## config.mk

```make
export PLATFORM = sky130hd
export DESIGN_NAME = program_counter
export DESIGN_NICKNAME = d
export VERILOG_FILES = /design/src/rtl/program_counter_pkg.sv /design/src/rtl/program_counter_return_stack.sv /design/src/rtl/program_counter.sv
export SDC_FILE = /design/constraint.sdc
export NUM_CORES = 1
export LEC_CHECK = 0
export ABC_AREA = 1
export BUFFER_PORTS_ARGS = -buffer_cell sky130_fd_sc_hd__buf_4
export CORE_ASPECT_RATIO = 0.5
export CORE_MARGIN = 2
export CORE_UTILIZATION = 60
export CTS_BUF_LIST = sky130_fd_sc_hd__clkbuf_4
export DETAILED_ROUTE_END_ITERATION = 8
export PLACE_DENSITY_LB_ADDON = 0.15
export SLEW_MARGIN = 10
export SYNTH_ARGS = -nofsm -noshare
export SYNTH_HDL_FRONTEND = slang
export SYNTH_SLANG_ARGS = --single-unit
export TNS_END_PERCENT = 1
```

## constraint.sdc

```tcl
create_clock -name clock -period 2.65 [get_ports clock]
set_clock_uncertainty 0.2 [all_clocks]
set_input_delay 0.3975 -clock clock [delete_from_list [all_inputs] [get_ports clock]]
set_output_delay 0.3975 -clock clock [all_outputs]
set_load 0.01 [all_outputs]
```

## src/rtl/program_counter_pkg.sv

```systemverilog
// Shared definitions for the program counter: per-cycle operation codes and
// the default return-stack depth.
package program_counter_pkg;

  // One decoded operation per clock edge.
  typedef enum logic [2:0] {
    PC_OP_HOLD = 3'd0,
    PC_OP_INC  = 3'd1,
    PC_OP_JUMP = 3'd2,
    PC_OP_CALL = 3'd3,
    PC_OP_RET  = 3'd4,
    PC_OP_ERR  = 3'd5
  } pc_op_e;

  localparam int unsigned STACK_DEPTH_DEFAULT = 4;

endpackage

```

## src/rtl/program_counter_return_stack.sv

```systemverilog
// Return-address LIFO. The top entry is read asynchronously. The empty and
// full flags are registered alongside the stack pointer. Push and pop are
// never asserted together by the caller.
module return_stack
  import program_counter_pkg::*;
#(
  parameter int unsigned ADDR_WIDTH  = 8,
  parameter int unsigned STACK_DEPTH = STACK_DEPTH_DEFAULT
) (
  input  logic                  clock,
  input  logic                  reset,
  input  logic                  push,
  input  logic                  pop,
  input  logic [ADDR_WIDTH-1:0] din,
  output logic [ADDR_WIDTH-1:0] dout,
  output logic                  empty,
  output logic                  full
);

  localparam int unsigned IDX_W = $clog2(STACK_DEPTH);
  localparam int unsigned SP_W  = IDX_W + 1;

  logic [SP_W-1:0]       sp;
  logic [SP_W-1:0]       sp_next;
  logic [IDX_W-1:0]      top_idx;
  logic [ADDR_WIDTH-1:0] mem [STACK_DEPTH];

  // Next stack pointer; guarded so the pointer never wraps.
  always_comb begin
    sp_next = sp;
    if (push && !full) begin
      sp_next = sp + SP_W'(1);
    end else if (pop && !empty) begin
      sp_next = sp - SP_W'(1);
    end
  end

  // Pointer and flags, registered together.
  always_ff @(posedge clock or posedge reset) begin
    if (reset) begin
      sp    <= '0;
      empty <= 1'b1;
      full  <= 1'b0;
    end else begin
      sp    <= sp_next;
      empty <= (sp_next == '0);
      full  <= (sp_next == SP_W'(STACK_DEPTH));
    end
  end

  // Entry storage; contents are don't-care after reset.
  always_ff @(posedge clock) begin
    if (push && !full) begin
      mem[sp[IDX_W-1:0]] <= din;
    end
  end

  // Asynchronous read of the top entry.
  always_comb begin
    top_idx = IDX_W'(sp - SP_W'(1));
    dout    = mem[top_idx];
  end

endmodule

```

## src/rtl/program_counter.sv

```systemverilog
// Program counter with hardware return-address stack. Decodes the command
// inputs to one operation per edge, then updates pc, the stack and the
// sticky fault flag.
module program_counter
  import program_counter_pkg::*;
#(
  parameter int unsigned          ADDR_WIDTH   = 8,
  parameter int unsigned          STACK_DEPTH  = STACK_DEPTH_DEFAULT,
  parameter logic [ADDR_WIDTH-1:0] RESET_VECTOR = '0
) (
  input  logic                  clock,
  input  logic                  reset,
  input  logic                  enable,
  input  logic                  jump,
  input  logic                  call,
  input  logic                  ret,
  input  logic [ADDR_WIDTH-1:0] jump_addr,
  output logic [ADDR_WIDTH-1:0] pc_out,
  output logic                  stack_empty,
  output logic                  stack_full,
  output logic                  fault
);

  pc_op_e                op;
  logic [ADDR_WIDTH-1:0] pc_plus_one;
  logic [ADDR_WIDTH-1:0] stack_top;

  assign pc_plus_one = pc_out + ADDR_WIDTH'(1);

  // Priority decode of the command inputs.
  always_comb begin
    op = PC_OP_HOLD;
    if (!enable) begin
      op = PC_OP_HOLD;
    end else if (call && ret) begin
      op = PC_OP_ERR;
    end else if (ret) begin
      op = stack_empty ? PC_OP_ERR : PC_OP_RET;
    end else if (call) begin
      op = stack_full ? PC_OP_ERR : PC_OP_CALL;
    end else if (jump) begin
      op = PC_OP_JUMP;
    end else begin
      op = PC_OP_INC;
    end
  end

  return_stack #(
    .ADDR_WIDTH (ADDR_WIDTH),
    .STACK_DEPTH(STACK_DEPTH)
  ) u_return_stack (
    .clock(clock),
    .reset(reset),
    .push (op == PC_OP_CALL),
    .pop  (op == PC_OP_RET),
    .din  (pc_plus_one),
    .dout (stack_top),
    .empty(stack_empty),
    .full (stack_full)
  );

  // PC register and sticky fault flag.
  always_ff @(posedge clock or posedge reset) begin
    if (reset) begin
      pc_out <= RESET_VECTOR;
      fault  <= 1'b0;
    end else begin
      unique case (op)
        PC_OP_INC:  pc_out <= pc_plus_one;
        PC_OP_JUMP: pc_out <= jump_addr;
        PC_OP_CALL: pc_out <= jump_addr;
        PC_OP_RET:  pc_out <= stack_top;
        default:    pc_out <= pc_out;
      endcase
      if (op == PC_OP_ERR) begin
        fault <= 1'b1;
      end
    end
  end

endmodule

```

# After elaboration in Yosys (flattened, before gate mapping)
# Memories as Yosys holds them, arrays and structs flattened.
# Cells that the tools add are included.
# word_totals
register_bits	14
latchBits	0
ramBits	32
rom_bits	0
inputBits	14
out_inout_bits	11
word_cells	35
mem_count	1
# memory_table
name	depth	width	rd	rd_ports_with_merged_regs	wr	line_no	text
u_return_stack.mem	4	8	1	0	1	program_counter_return_stack.sv:26	logic [ADDR_WIDTH-1:0] mem [STACK_DEPTH];
# classes
n_addsub	3
mul	0
div	0
order_cmp	0
n_eq_ne	6
shift	0
mux	12
n_bitwise	0
reduce_logical	8
# op_table
cell	count
$pmux 8 s3	1
$mux 3	7
$eq 3x3->1 const B	3
$add 8x1->8 const B	1
$eq 3x2->1 const B	2
$add 3x1->3 const B	1
$eq 3x1->1 const B	1
$logic_and 1x1->1	3
$logic_not 3->1	1
$mux 1	3
$reduce_bool 3->1	1
$sub 3x1->3 const B	1
$logic_not 1->1	2
$mux 2	1
$reduce_or 2->1	1

# Logic depth before layout (Yosys ltp)
# logic_depth
ltp_word	10
ltp_mapped	13
depth_no_buf	10

# Cells and area by module
# Synthesis repeated with hierarchy kept, for this count alone.
# hier_totals
cells_unflattened	271
area_unflattened_um2	2386.0
# modules_own_cells
mod	n_inst	cells_per_inst	area_per_inst_um2	seq_area_each_um2
return_stack	1	133	1586.5	1087.3
program_counter	1	138	799.5	225.2

# Least setup slack after synthesis
# Ideal clock, no wire load.
# synth_timing
kind	register to register
from	register u_return_stack.sp[0]
to	register pc_out[6]
setup_ps	117
arrival_time_ps	1746
required_time_ps	2333
path_slack_ps	587
stages_incl_launch_ff	14
path_buffers	3
period_less_slack_ps	2063
path_cell_list	dfrtp_1 -> buf_2 -> inv_2 -> buf_4 -> ha_1 -> inv_1 -> buf_2 -> nor2_1 -> o21ai_0 -> o21ai_0 -> nand2_1 -> nand3_1 -> nor2_1 -> nor2_1
# synth_via
elab_chain_len	3
# synth_rtl
item	line_no	text
start, declared	program_counter_return_stack.sv:23	logic [SP_W-1:0] sp;
start signal, assigned	program_counter_return_stack.sv:45	sp <= sp_next;
$sub 3x1->3	--	
$mem_v2 4x8	--	
$pmux 8 s3	program_counter.sv:68	unique case (op)
end signal, assigned	program_counter.sv:69	PC_OP_INC: pc_out <= pc_plus_one;
end signal, assigned	program_counter.sv:70	PC_OP_JUMP: pc_out <= jump_addr;
end signal, assigned	program_counter.sv:71	PC_OP_CALL: pc_out <= jump_addr;
end, declared	program_counter.sv:18	output logic [ADDR_WIDTH-1:0] pc_out,
# No other way between the ends.
# A chain may end at the register's enable or synchronous reset.

# Worst setup path in the final report
# layout_timing
from	register u_return_stack.empty
to	memory u_return_stack.mem[3][3], enable pin
# layout_via
elab_chain_len	8
# layout_rtl
item	line_no	text
start, declared	program_counter_return_stack.sv:16	output logic empty,
start signal, assigned	program_counter_return_stack.sv:46	empty <= (sp_next == '0);
$mux 1	program_counter.sv:38	op = stack_empty ? PC_OP_ERR : PC_OP_RET;
$mux 3	program_counter.sv:37	end else if (ret) begin
$mux 3	program_counter.sv:35	end else if (call && ret) begin
$mux 3	program_counter.sv:33	if (!enable) begin
$eq 3x2->1	program_counter.sv:54	.push (op == PC_OP_CALL),
$logic_and 1x1->1	program_counter_return_stack.sv:53	if (push && !full) begin
$mux 1	program_counter_return_stack.sv:53	
$mux 1 (not written as such)	program_counter_return_stack.sv:54	mem[sp[IDX_W-1:0]] <= din;
end, declared	program_counter_return_stack.sv:26	
# No other way between the ends.

==> metrics.txt <==
Synthesis Warnings 0; Yosys reg bits 46; post-route ant nets 0; number of diodes 0; critical-path cell list nand2_1 > nand3_2 > nand4_1 > nor2_1 > buf_4; mean post-synth cell area 9.32 sq um; CTS tree built; CTS root buffer clkbuf_4; Slowest cell on crit path dfstp_2; crit path kind reg2reg; final hold vios 0; hold depth 5; peak supply drop 0.000540 V; CTS resizes 0; Seq/Total Area, Yosys 0.582; final setup TNS 0 ns; layout cells sized above 1 0.189; vias per inst 5.47; vias in the first global route 1,615; top-area cell type share of the netlist area 0.426; Worst slew margin 0.553; dpl cell area 0.00250 sq mm; Num CTS Buffers 5; die area 0.00429 sq mm; first-pass GRT wire length 8.13 mm; critical path depth 5; number of post-CTS setup repair buffers 0; Post-Place Setup Slack 0.511 ns; clock latency on the worst-skew pair 0.37 ns; core footprint 0.00351 sq mm; Finished Cell Area 0.00257 sq mm; routed wire length 5.38 mm; Inst Count DP 317; Tightest Pin Transition 0.670 ns; Hold WC Path Type in2reg; Mapped Area 0.00225 sq mm; post-route worst setup slack 0.520 ns; Layout Area Growth over Synthesis 13.9%; CP max FO 11; GRT Max-Usage Layer met2; final setup vio count 0; CTS Buffer Depth 2; Vias 1,782; DR iter-0 viols 190; RSZ-0062 raised after global routing no; Yosys cell types 28; hold buffer count at CTS 1; Slew Limit Fails 0; row count 15; Buf/Inv on CP 1; FF-to-FF End u_return_stack.mem[3][3]; Final GP Congestion 0.892; Worst R2R Path Depth 5; Starting Density 0.642; outcome finished, final reports clean; input/output buffers 24; Peak Freq 469 MHz; H-Tree Depth 2; met3 Track Usage GR 0.0706; Setup crit end kind flip-flop; Pre-antenna DRT Iters 5; Tmin final 2.13 ns; cell count after synthesis 242; reg-to-reg slack, setup 0.52 ns; DR WL/cell 16.5 microns; commonest non-fill, non-tap cell in the layout nand2_1; initial antenna violation count 0; fin cells 326; chip width 90.7 microns; most frequent cells in the layout nand2_1 (56), nor2_1 (43), edfxtp_1 (32), buf_4 (30), inv_1 (21); CP delay by family, top simple AND/OR/NAND/NOR gates; Yosys top cell by area edfxtp_1; Final HPWL DP 3.96 mm; syn nets 261; Final Cycle Share 0.804; crit path DAT 2.00 ns; clk sink count 46; I/O pins 25; Hold Crit Start jump_addr[3]; largest net degree at the start of global routing 20; clock-pin slew on the worst setup and hold paths 0.13 ns; FF-to-FF Start u_return_stack.empty; cell area power density 1000 mW/mm^2; # DRC 0; Hold Path End pc_out[3]; met1 usage 0.378; Final Net Count 293; gr usage total 0.272; met2 Track Usage GR 0.430; CP required 2.52 ns; Worst setup SP type flip-flop; crit-path max cell delay 0.56 ns; max cap viols 0; Synth area leaders edfxtp_1 (43%), dfrtp_1 (14%), nand2_1 (9.3%); die height 47.3 microns; Leak 1.11 nW; total gr overflow 0
## cell families after synthesis
family / count (synthesis) / synth area share
adder cells (fa/ha/maj): 5 / 0.0277
AO/OA/AOI/OAI: 30 / 0.0766
XOR/XNOR: 6 / 0.0233
buffers and inverters: 31 / 0.0599
AND/OR/NAND/NOR: 124 / 0.230
flip-flops: 46 / 0.582
## state kept, by name (all words and copies together), names as in the netlist
signal                cells
fault                     1
pc_out                    8
u_return_stack.empty      1
u_return_stack.full       1
u_return_stack.mem       32
u_return_stack.sp         3
## cell type report
type	count	area, sq um
clock buffers	7	52.6
flip-flops and latches	46	1310
well taps	51	63.8
repair buffers	31	235
inverters	25	93.8
fillers	286	941
multi-input cells	165	807
clock inverters	1	3.75
## through the flow
| step | utilization | hold slack, ns | power [mW] |
|---|---|---|---|
| finish | 0.732 | 0.137 | 2.57 |
| global route | 0.732 | 0.136 | 2.74 |
| CTS | 0.732 | 0.126 | 2.57 |
| detailed placement | 0.713 | 0.277 | 2.23 |
| global placement | 0.713 | 0.265 | 2.21 |
| floorplan | - | 0.0860 | 1.81 |
## layer usage
layer / share of wire / wire [microns] / vias up
met2: 0.43 / 2320 / 88
met5: 0 / 0 / -
li1: - / - / 863
met1: 0.46 / 2490 / 822
met4: 0.015 / 82 / 0
met3: 0.089 / 479 / 9
## synthesized netlist by cell type
cell,instances
nand2_1,56
nor2_1,43
edfxtp_1,32
inv_1,21
o21ai_0,18
nand3_1,14
dfrtp_1,13
ha_1,5
inv_2,4
nand2_2,4
o22ai_1,4
xnor2_1,4
a21oi_2,3
buf_2,3
buf_4,2
nand4_1,2
o21ai_1,2
xor2_1,2
a21oi_1,1
buf_6,1
dfstp_2,1
nand3_2,1
nand3b_1,1
nor2_2,1
nor2_4,1
nor3_1,1
o21bai_1,1
o2bb2ai_1,1
## worst max-delay path by stage
stage	slack, ns	startpoint	to
finish	0.52	u_return_stack.empty	u_return_stack.mem[3][3]
CTS	0.53	u_return_stack.empty	u_return_stack.mem[3][3]
global route	0.36	u_return_stack.empty	u_return_stack.mem[3][3]
global placement	0.56	ret	u_return_stack.mem[0][4]
floorplan	0.59	u_return_stack.sp[0]	pc_out[6]
detailed placement	0.51	ret	u_return_stack.mem[3][6]
## worst min-delay path: cells and delay by family
family                 cells  cell delay (ns)
and+or+nand+nor            4             0.20
buffers and inverters      1             0.08
## where the power goes
part | switching (mW) | leakage [nW] | total [mW] | internal, mW
Combinational | 0.755 | 0.620 | 1.16 | 0.403
Clock | 0.220 | 0.0338 | 0.343 | 0.123
Sequential | 0.108 | 0.454 | 1.07 | 0.966
(Power assumes the default switching activity.)
